[config.mk]
export PLATFORM = sky130hd
export DESIGN_NAME = lcd_pin_decoder
export DESIGN_NICKNAME = d
export VERILOG_FILES = /design/src/rtl/lcd_pkg.sv /design/src/rtl/lcd_pin_decoder.sv
export SDC_FILE = /design/constraint.sdc
export NUM_CORES = 1
export LEC_CHECK = 0
export ABC_AREA = 1
export BUFFER_PORTS_ARGS = -buffer_cell sky130_fd_sc_hd__buf_2
export CAP_MARGIN = 20
export CORE_AREA = 2 2 77 79
export CTS_CLUSTER_DIAMETER = 60
export CTS_CLUSTER_SIZE = 25
export DETAILED_ROUTE_END_ITERATION = 10
export DIE_AREA = 0 0 79 81
export PLACE_DENSITY = 0.73
export SLEW_MARGIN = 20
export SYNTH_ARGS = -nofsm -noshare
export SYNTH_HDL_FRONTEND = slang
export SYNTH_SLANG_ARGS = --single-unit
[constraint.sdc]
create_clock -name clk -period 2.1 [get_ports clk]
set_input_delay 0.42 -clock clk [delete_from_list [all_inputs] [get_ports clk]]
set_output_delay 0.42 -clock clk [all_outputs]
set_load 0.01 [all_outputs]
[src/rtl/lcd_pkg.sv]
// Shared types for the HD44780-style LCD pin bundle.
//   lcd_pins_t : rw, rs, e and the upper data nibble db (DB7..DB4).
package lcd_pkg;

  typedef struct packed {
    logic       rw;
    logic       rs;
    logic       e;
    logic [3:0] db;
  } lcd_pins_t;

endpackage

[src/rtl/lcd_pin_decoder.sv]
// Passive decoder for the HD44780 pin bundle. Watches e falling edges on write cycles,
// rebuilds the byte stream the panel latches (8-bit and 4-bit interface modes), tracks the
// entry-mode direction and DDRAM address, and presents each byte on a single-entry val/rdy port.
//
// Ports:
//   clk, rst     : clock, synchronous active-high reset
//   lcd_pins     : monitored pins (rw, rs, e, db[3:0] = DB7..DB4)
//   val, rdy     : decoded byte handshake, transfer when val && rdy
//   bits, is_cmd : decoded byte and its register select (1 = instruction)
//   mode4        : decoder is in 4-bit interface mode
//   ddram_addr   : DDRAM address after the last applied byte
//   overflow     : sticky, a byte was dropped while the output was occupied
//   err          : sticky, rs changed between nibbles or the low nibble timed out
module lcd_pin_decoder
  import lcd_pkg::*;
#(
  parameter int unsigned NIBBLE_TIMEOUT = 1000000
) (
  input  logic            clk,
  input  logic            rst,
  input  lcd_pins_t       lcd_pins,
  output logic            val,
  input  logic            rdy,
  output logic [7:0]      bits,
  output logic            is_cmd,
  output logic            mode4,
  output logic [6:0]      ddram_addr,
  output logic            overflow,
  output logic            err
);

  localparam int unsigned CntW = (NIBBLE_TIMEOUT > 1) ? $clog2(NIBBLE_TIMEOUT + 1) : 1;

  typedef enum logic [1:0] {StMode8, StMode4Hi, StMode4Lo} state_e;

  state_e          state_q, state_d;
  logic            e_q;
  logic [3:0]      hi_q, hi_d;
  logic            hi_rs_q, hi_rs_d;
  logic [CntW-1:0] cnt_q, cnt_d;
  logic            id_q, id_d;
  logic [6:0]      addr_q, addr_d;
  logic            val_q, val_d;
  logic [7:0]      bits_q, bits_d;
  logic            is_cmd_q, is_cmd_d;
  logic            ovf_q, ovf_d;
  logic            err_q, err_d;

  logic            strobe;
  logic            byte_done;
  logic [7:0]      byte_val;
  logic            byte_cmd;

  // Panel latches on the falling edge of e; read cycles never latch anything.
  assign strobe = e_q & ~lcd_pins.e & ~lcd_pins.rw;

  always_comb begin
    state_d   = state_q;
    hi_d      = hi_q;
    hi_rs_d   = hi_rs_q;
    cnt_d     = cnt_q;
    id_d      = id_q;
    addr_d    = addr_q;
    val_d     = val_q;
    bits_d    = bits_q;
    is_cmd_d  = is_cmd_q;
    ovf_d     = ovf_q;
    err_d     = err_q;
    byte_done = 1'b0;
    byte_val  = 8'h00;
    byte_cmd  = 1'b0;

    case (state_q)
      StMode8: begin
        if (strobe) begin
          byte_done = 1'b1;
          byte_val  = {lcd_pins.db, 4'h0};
          byte_cmd  = ~lcd_pins.rs;
          // Function set with DL=0 switches the panel to the 4-bit bus.
          if (!lcd_pins.rs && lcd_pins.db[3:1] == 3'b001) state_d = StMode4Hi;
        end
      end
      StMode4Hi: begin
        if (strobe) begin
          hi_d    = lcd_pins.db;
          hi_rs_d = lcd_pins.rs;
          cnt_d   = CntW'(NIBBLE_TIMEOUT);
          state_d = StMode4Lo;
        end
      end
      StMode4Lo: begin
        if (strobe) begin
          byte_done = 1'b1;
          byte_val  = {hi_q, lcd_pins.db};
          byte_cmd  = ~hi_rs_q;
          if (lcd_pins.rs != hi_rs_q) err_d = 1'b1;
          state_d = (byte_cmd && byte_val[7:4] == 4'b0011) ? StMode8 : StMode4Hi;
        end else if (NIBBLE_TIMEOUT != 0) begin
          // cnt_q == 1 is the last cycle a low nibble is still accepted.
          if (cnt_q <= CntW'(1)) begin
            err_d   = 1'b1;
            state_d = StMode4Hi;
          end else begin
            cnt_d = cnt_q - CntW'(1);
          end
        end
      end
      default: state_d = StMode8;
    endcase

    if (byte_done) begin
      if (byte_cmd) begin
        if (byte_val[7]) begin
          addr_d = byte_val[6:0];
        end else if (byte_val[7:1] == 7'b0000001 || byte_val == 8'h01) begin
          addr_d = 7'h00;
        end else if (byte_val[7:2] == 6'b000001) begin
          id_d = byte_val[1];
        end
      end else begin
        addr_d = id_q ? addr_q + 7'd1 : addr_q - 7'd1;
      end
    end

    if (val_q && rdy) val_d = 1'b0;
    if (byte_done) begin
      if (val_q && !rdy) begin
        ovf_d = 1'b1;
      end else begin
        val_d    = 1'b1;
        bits_d   = byte_val;
        is_cmd_d = byte_cmd;
      end
    end
  end

  always_ff @(posedge clk) begin
    if (rst) begin
      state_q  <= StMode8;
      e_q      <= 1'b0;
      hi_q     <= 4'h0;
      hi_rs_q  <= 1'b0;
      cnt_q    <= '0;
      id_q     <= 1'b1;
      addr_q   <= 7'h00;
      val_q    <= 1'b0;
      bits_q   <= 8'h00;
      is_cmd_q <= 1'b0;
      ovf_q    <= 1'b0;
      err_q    <= 1'b0;
    end else begin
      state_q  <= state_d;
      e_q      <= lcd_pins.e;
      hi_q     <= hi_d;
      hi_rs_q  <= hi_rs_d;
      cnt_q    <= cnt_d;
      id_q     <= id_d;
      addr_q   <= addr_d;
      val_q    <= val_d;
      bits_q   <= bits_d;
      is_cmd_q <= is_cmd_d;
      ovf_q    <= ovf_d;
      err_q    <= err_d;
    end
  end

  assign val        = val_q;
  assign bits       = bits_q;
  assign is_cmd     = is_cmd_q;
  assign mode4      = (state_q != StMode8);
  assign ddram_addr = addr_q;
  assign overflow   = ovf_q;
  assign err        = err_q;

endmodule

# Word-level counts from Yosys, hierarchy flattened
# Cells that the tools add are included.
# Widths: inputs -> output; s select.
# op_classes
add_sub_neg	3
order_cmp	1
eq_ne	16
n_mux	29
bitwise	9
reduce_logical	20
# ops
operator	n
$mux 20	3
$pmux 20 s2	1
$mux 7	4
$le 20x1->1 const B	1
$sub 20x1->20 const B	1
$mux 8	2
$pmux 8 s2	1
$mux 1	11
$mux 2	5
$ne 2x2->1 const B	5
$eq 8x1->1 const B	1
$reduce_and 2->1	4
$reduce_and 4->1	2
$add 7x1->7 const B	1
$eq 7x1->1 const B	1
$not 1->1	7
$sub 7x1->7 const B	1
$eq 6x1->1 const B	1
$pmux 2 s3	1
$reduce_bool 2->1	3
$reduce_and 5->1	1
$eq 4x2->1 const B	1
$logic_and 1x1->1	4
$eq 3x1->1 const B	1
other kinds (13)	15
# word_totals
reg_bits	48
inputBits	10
output_inout_bits	20
word_cells	90

# Logic depth before layout (Yosys ltp)
# Gate-level depths: netlist of the first run.
# logic_depth
depth_word	10
ltp_mapped	13
ltp_nobuf	12

# Least setup slack after synthesis of the first run
# No wires, ideal clock.
# synth_path
kind	reg2reg
start	register id_q
end	register addr_q[5] (netlist: ddram_addr[5])
setup_time_ns	0.113
t_arrival_ns	1.547
required_time_ns	1.987
path_slack_ns	0.440
stages_incl_launch_ff	11
n_path_buf	0
period_less_slack_ns	1.660
cell_sequence	dfxtp_1 -> inv_1 -> ha_1 -> a21oi_1 -> or2_2 -> nand3_1 -> nand2_1 -> nand3_1 -> o21ai_0 -> nor2_1 -> nor2_1
# synth_between
elab_chain_len	2
# synth_rtl
element	line	rtl
from (decl)	lcd_pin_decoder.sv:41	logic id_q, id_d;
from (signal assigned)	lcd_pin_decoder.sv:157	id_q <= id_d;
$mux 7	lcd_pin_decoder.sv:121	addr_d = id_q ? addr_q + 7'd1 : addr_q - 7'd1;
$mux 7	lcd_pin_decoder.sv:112	if (byte_cmd) begin
to (signal assigned)	lcd_pin_decoder.sv:158	addr_q <= addr_d;
to (decl)	lcd_pin_decoder.sv:42	logic [6:0] addr_q, addr_d;
# No other way between the ends.
# A chain may end at the register's enable or synchronous reset.

# Final worst setup path of the first run
# layout_path
start	register cnt_q[0]
end	register cnt_q[1]
# layout_between
elab_chain_len	4
word_cells_on_any_way	7
classes_between	1 x add/sub; 1 x order compare; 1 x eq/ne; 3 x mux; 1 x reduce/logical
# layout_rtl
element	line	rtl
from (decl)	lcd_pin_decoder.sv:40	logic [CntW-1:0] cnt_q, cnt_d;
from (signal assigned)	lcd_pin_decoder.sv:156	cnt_q <= cnt_d;
$sub 20x1->20	lcd_pin_decoder.sv:104	cnt_d = cnt_q - CntW'(1);
$mux 20	lcd_pin_decoder.sv:100	if (cnt_q <= CntW'(1)) begin
$mux 20	lcd_pin_decoder.sv:92	if (strobe) begin
$pmux 20 s2	lcd_pin_decoder.sv:73	case (state_q)
# Several ways; a longest one is shown, not always the timed one. The select of a mux whose other input is x is not followed.

==> run metrics, run 1 <==
Arrival @ worst endpoint ~2.2 ns; Core Area 5680 um^2; Critical Path RT 2.34 ns; Gate Count Post-Synth 442; H-tree Lvls 2; synthesized area per cell 6.71 um^2; Bufs on Longest Clock Path 2; synth unique cells 33; Setup Viol. Count Final 0; final-report max-slew violation count 0; reg2reg start cnt_q[0]; Yosys top cell area share 32.4%; CP Class flip-flop to flip-flop; CTS tree done; Vias 2913; R2R Setup Slk 0.18 ns; HPWL Detailed 5130 um; Final min period 1.92 ns; clk sinks 48; GRT overflow 0; register area share after synthesis roughly a third; drt drc 0; Tightest Pin Transition 0.578 ns; Async S/R FF share, synth 0%; synth cell count leaders nand2_1, nor2_1, dfxtp_1, nand3_1, a21oi_1; #FFs+latches synth 48; DIE AREA around 6400 um^2; Hold WS 0.368 ns; total CTS buffers 5; Max Cap Viol 0; Rel. slew slack around three fifths; global-route wire length before repair between 10000 and 15000 um; design area between 3000 and 4000 um^2; routability cong. 0.888; # diodes 0; root buffer cell clkbuf_8; status finished, final reports clean; DR vias/cell between 5 and 6; crit path capture type flip-flop; # IOs 30; Site Rows 28; DRT Pass-1 Iters 4; die width 79 um; Crit Path Max Fanout 8; nets 493; EDFF count, synth 0; share of cells above drive strength 1 17.7%; Fin. Hold Viols 0; all-layer global routing usage 22.6%; vias in the first global route 2486; Area contributors post-synth dfxtp_1, nand2_1, nor2_1, nand3_1, a21oi_1; 1st-iter DRT viols 184; DR WL/cell 13.0 um; Syn. warnings 0; hold-critical path endpoint e_q; Reg clk slew, reported paths 0.09 ns; initial antenna violation count 0; Setup TNS 0 ns; I/O Buffers 29; share of the clock period used by the worst path 91.6%; reg2reg end cnt_q[1]; Post-synth top flop dfxtp_1; Max IR drop VDD roughly 0.00035 V; Pwr per Cell Area 493 nW/um^2; area of the mapped netlist around 3000 um^2; Layout area overhead 12.1%; largest net degree at the start of global routing 31; cell taking the most area after synthesis dfxtp_1; unrepaired setup endpoints after global routing no; initial core utilization 52.3%; die height 81 um; Post-CTS Hold Buffers 0; R2R depth 9; Clock Latency Late Sink 0.31 ns; Hold Path Origin lcd_pins[4]; most frequent cell after synthesis nand2_1; min-delay worst type input pin to flip-flop; Post-DRT Antenna Nets 0; CP Launch Type flip-flop; placed inst area around 3200 um^2; Layout Skew 0.00998 ns; P_leak between 1.5 and 2 nW; Max Clock Freq about 0.52 GHz; Routed WL just over 7000 um; FILL cells 595; hold depth 3; syn nets between 400 and 500
==> state kept, by name (all words and copies together) (netlist names) <==
signal      count
val             1
overflow        1
is_cmd          1
hi_rs_q         1
ddram_addr      7
id_q            1
cnt_q          20
state_q         2
err             1
bits            8
hi_q            4
e_q             1
==> routing by layer <==
metal / vias to the layer above / routed length (um) / global-route usage (%)
met5: - / 0 / 0
met4: 0 / 91 / 7.41
met3: 9 / 316 / 2.78
met2: 71 / 3250 / 35.1
met1: 1329 / 3470 / 32.6
li1: 1504 / - / -
==> how the worst max path moves through the flow <==
| stage | start | end | slack, ns | cells past startpoint |
|---|---|---|---|---|
| after detailed placement | cnt_q[0] | cnt_q[3] | 0.12 | 9 |
| after CTS | cnt_q[0] | cnt_q[4] | 0.07 | 9 |
| final | cnt_q[0] | cnt_q[1] | 0.18 | 9 |
| after global placement | cnt_q[0] | cnt_q[17] | 0.19 | 9 |
| after floorplan | id_q | ddram_addr[5] | 0.44 | 10 |
| after global routing | cnt_q[0] | cnt_q[12] | 0.009 | 9 |
==> area by class of cell <==
cell class / count / area [um^2] / share of cell area (%)
Timing Repair Buffer: 39 / 220 / 6.62
Sequential cell: 48 / 961 / 28.9
Tap cell: 75 / 93.8 / 2.82
Inverter: 34 / 128 / 3.84
Clock buffer: 7 / 96.3 / 2.90
Multi-Input combinational cell: 347 / 1830 / 54.9
==> logic make-up (layout without fill, tap and decap cells) <==
kind of cell | after synthesis | in the layout | synth area share [%]
AO/OA/AOI/OAI | 67 | 67 | 11.6
AND/OR/NAND/NOR | 258 | 258 | 41.5
flip-flops | 48 | 48 | 32.4
buffers and inverters | 47 | 80 | 6.75
adder cells (fa/ha/maj) | 8 | 8 | 3.63
XOR/XNOR | 14 | 14 | 4.13
==> per-stage QoR <==
step	total power (W)	setup WS (ns)	utilization [%]	std cells
6_report	0.00164	0.176	58.6	550
5_1_grt	0.00169	0.00941	58.6	550
4_1_cts	0.00166	0.0670	57.8	547
3_5_place_dp	0.00106	0.124	56.1	540
3_3_place_gp	0.00106	0.186	56.1	540
2_1_floorplan	0.00102	0.440	-	442
==> cells in the final DEF, fill, tap and decap left out, types with 3 or more instances in the layout <==
| cell | n |
|---|---|
| clkbuf_8 | 7 |
| nand3b_1 | 3 |
| nand2_1 | 100 |
| nand2_2 | 3 |
| xnor2_1 | 6 |
| inv_2 | 6 |
| nor3_1 | 3 |
| or2_2 | 8 |
| dfxtp_1 | 48 |
| nand3_1 | 45 |
| buf_2 | 29 |
| xor2_1 | 8 |
| a21oi_1 | 43 |
| buf_4 | 10 |
| ha_1 | 6 |
| nor2_2 | 5 |
| o21ai_1 | 3 |
| o21ai_0 | 16 |
| inv_1 | 28 |
| nand4_1 | 8 |
| nand2_4 | 6 |
| nor2_1 | 68 |
==> what timing repair did <==
action                     CTS  global route
resized for setup            0             3
setup buffers                0             3
setup endpoints to repair    0            20
==> critical path, cell delays in order, from the launching register on <==
cell	delay, ns
dfxtp_1	0.36
inv_1	0.18
ha_4	0.20
nand2_1	0.13
a21oi_1	0.18
nand4_1	0.19
nand3_4	0.20
buf_4	0.18
nand3_1	0.08
a21oi_1	0.16
==> power breakdown <==
group / switching, W / internal (W) / total [W]
Clock: 0.000307 / 0.000294 / 0.000600
Combinational: 0.0000725 / 0.0000390 / 0.000111
Sequential: 0.00000893 / 0.000920 / 0.000929
Total: 0.000388 / 0.00125 / 0.00164
Power figures use the tool's default switching activity.
==> inputs of run 2 (changes only) <==
Settings changed: BUFFER_PORTS_ARGS -buffer_cell sky130_fd_sc_hd__buf_2 to -buffer_cell sky130_fd_sc_hd__buf_4.
==> run 2 against run 1 <==
Net effect: routed wire length is 1.1% higher; critical path depth unchanged; clock power grew 24%; sequential share of layout area down 0.47 points; sequential power is essentially flat; combinational power grew 7%; die area stayed put; total power increased by 9.2%; worst hold slack got worse by 0.0027 ns; count of clock-buffer cells in the layout unchanged; critical path type unchanged; global-route usage rose by 0.40 points.
==> run metrics, run 2 (synthesis gave the netlist of run 1 again) <==
initial antenna violation count 0; Final Util 59.5%; nets 489; most frequent CP cell a21oi_1; global-route wire length before repair ~12000 um; share of the clock period used by the worst path about nine tenths; Pwr per Cell Area 530 nW/um^2; # IOs 30; # diodes 0; Fin. Hold Viols 0; 1st-iter DRT viols 168; clk sinks 48; root buffer cell clkbuf_8; CP Launch Type flip-flop; DR vias/cell 5.38; DR WL met2 3270 um; largest net degree at the start of global routing 32; CTS tree done; vias in the first global route 2546; Buf/Inv on CP 2; max layer used met4; DR WL/cell approximately 13 um; crit path capture type flip-flop; final-report max-slew violation count 0; Top reg by flops cnt_q; Final min period about 1.9 ns; commonest non-fill, non-tap cell in the layout nand2_1; kind of cell adding the most delay to the critical path simple AND/OR/NAND/NOR gates; Setup Viol. Count Final 0; DIE AREA 6400 um^2; Max Clock Freq between 0.5 and 0.6 GHz; CP Class flip-flop to flip-flop; Rel. slew slack 63.4%; Worst Setup SP cnt_q[0]; Layout area overhead 13.9%; status finished, final reports clean; FILL cells 552; Arrival @ worst endpoint 2.16 ns; design area about 3400 um^2; HPWL Detailed 5240 um; pre-CTS setup slack 0.145 ns; H-tree Lvls 2; P_leak between 1.5 and 2 nW; commonest non-fill, non-tap cells in the layout nand2_1, nor2_1, dfxtp_1; Max IR drop VDD 0.000329 V; Layout Skew 0.00998 ns; Post-DRT Antenna Nets 0; Max Cap Viol 0; Routed WL 7200 um; Post-Route M1 WL approximately 3500 um; all-layer global routing usage 23.0%; GRT overflow 0; Hold Path Origin lcd_pins[4]; Hold WS between 0.3 and 0.4 ns; placed inst area 3250 um^2; die width ~79 um; drt drc 0; PnR worst setup slack 0.173 ns; Vias 2945; Crit-path slowest cell dfxtp_1; share of cells above drive strength 1 17.2%; DRT Pass-1 Iters 4; Clock Latency Late Sink 0.31 ns; Reg clk slew, reported paths roughly 0.09 ns; Site Rows 28; min-delay worst type input pin to flip-flop; total CTS buffers 5; WL met3 approximately 420 um; Post-CTS Hold Buffers 0; initial core utilization 52.3%; Bufs on Longest Clock Path 2; Setup TNS 0 ns; Crit Path Max Fanout 10; Critical Path RT 2.33 ns; routability cong. 0.952; Core Area 5680 um^2; Crit path largest cell delay between 0.3 and 0.4 ns; max reg flops 20; I/O Buffers 29; die height 81 um; CP cell instances inv_1 > ha_2 > nand2_1 > a21oi_1 > nand4_1 > nand3_2 > buf_4 > nand3_1 > a21oi_1; reg2reg start cnt_q[0]; Tightest Pin Transition 0.548 ns
run 2: changes by cell type in the layout (fill, tap and decap cells not counted), sizes merged:
| cell | previous run | this run |
|---|---|---|
| buf | 39 | 35 |
| bufinv | 0 | 1 |
run 2: what timing repair did:
item,4_1_cts,5_1_grt
setup buffers,0,0
setup endpoints to repair,0,17
resized for setup,0,1
hold endpoints to repair,0,0
run 2: layer usage:
layer / global-route usage [%] / vias to the layer above
li1: - / 1505
met1: 32.1 / 1353
met2: 38.3 / 82
met3: 3.56 / 5
met4: 3.62 / 0
met5: 0 / -
run 2: area by class of cell:
class / instances / area [um^2] / area share (%)
well taps: 75 / 93.8 / 2.78
flip-flops and latches: 48 / 961 / 28.4
repair buffers: 35 / 263 / 7.77
inverters: 34 / 128 / 3.78
clock inverters: 1 / 30.0 / 0.889
multi-input cells: 347 / 1810 / 53.5
clock buffers: 7 / 96.3 / 2.85
run 2: worst register-to-register path: stages (launching register included):
cell	delay, ns
dfxtp_1	0.35
inv_1	0.14
ha_2	0.27
nand2_1	0.14
a21oi_1	0.17
nand4_1	0.13
nand3_2	0.21
buf_4	0.21
nand3_1	0.08
a21oi_1	0.16
run 2: worst paths after layout:
path | to | slack [ns] | cells after the start
worst max register to register | cnt_q[4] | 0.17 | 9
worst min-delay path | e_q | 0.37 | 3
worst max-delay path | cnt_q[4] | 0.17 | 9
worst min register to register | overflow | 0.48 | 2
run 2: power breakdown:
group,leakage [nW],switching [W],internal (W),total [W]
registers,0.388,0.00000895,0.000920,0.000929
clock network,0.0645,0.000323,0.000421,0.000744
logic,1.21,0.0000713,0.0000474,0.000119
total,1.66,0.000403,0.00139,0.00179
run 2: per-stage QoR:
stage	std cells	total power (W)
after floorplan	442	0.00102
after global placement	539	0.00107
after detailed placement	539	0.00107
after CTS	547	0.00180
after global routing	547	0.00185
final	547	0.00179
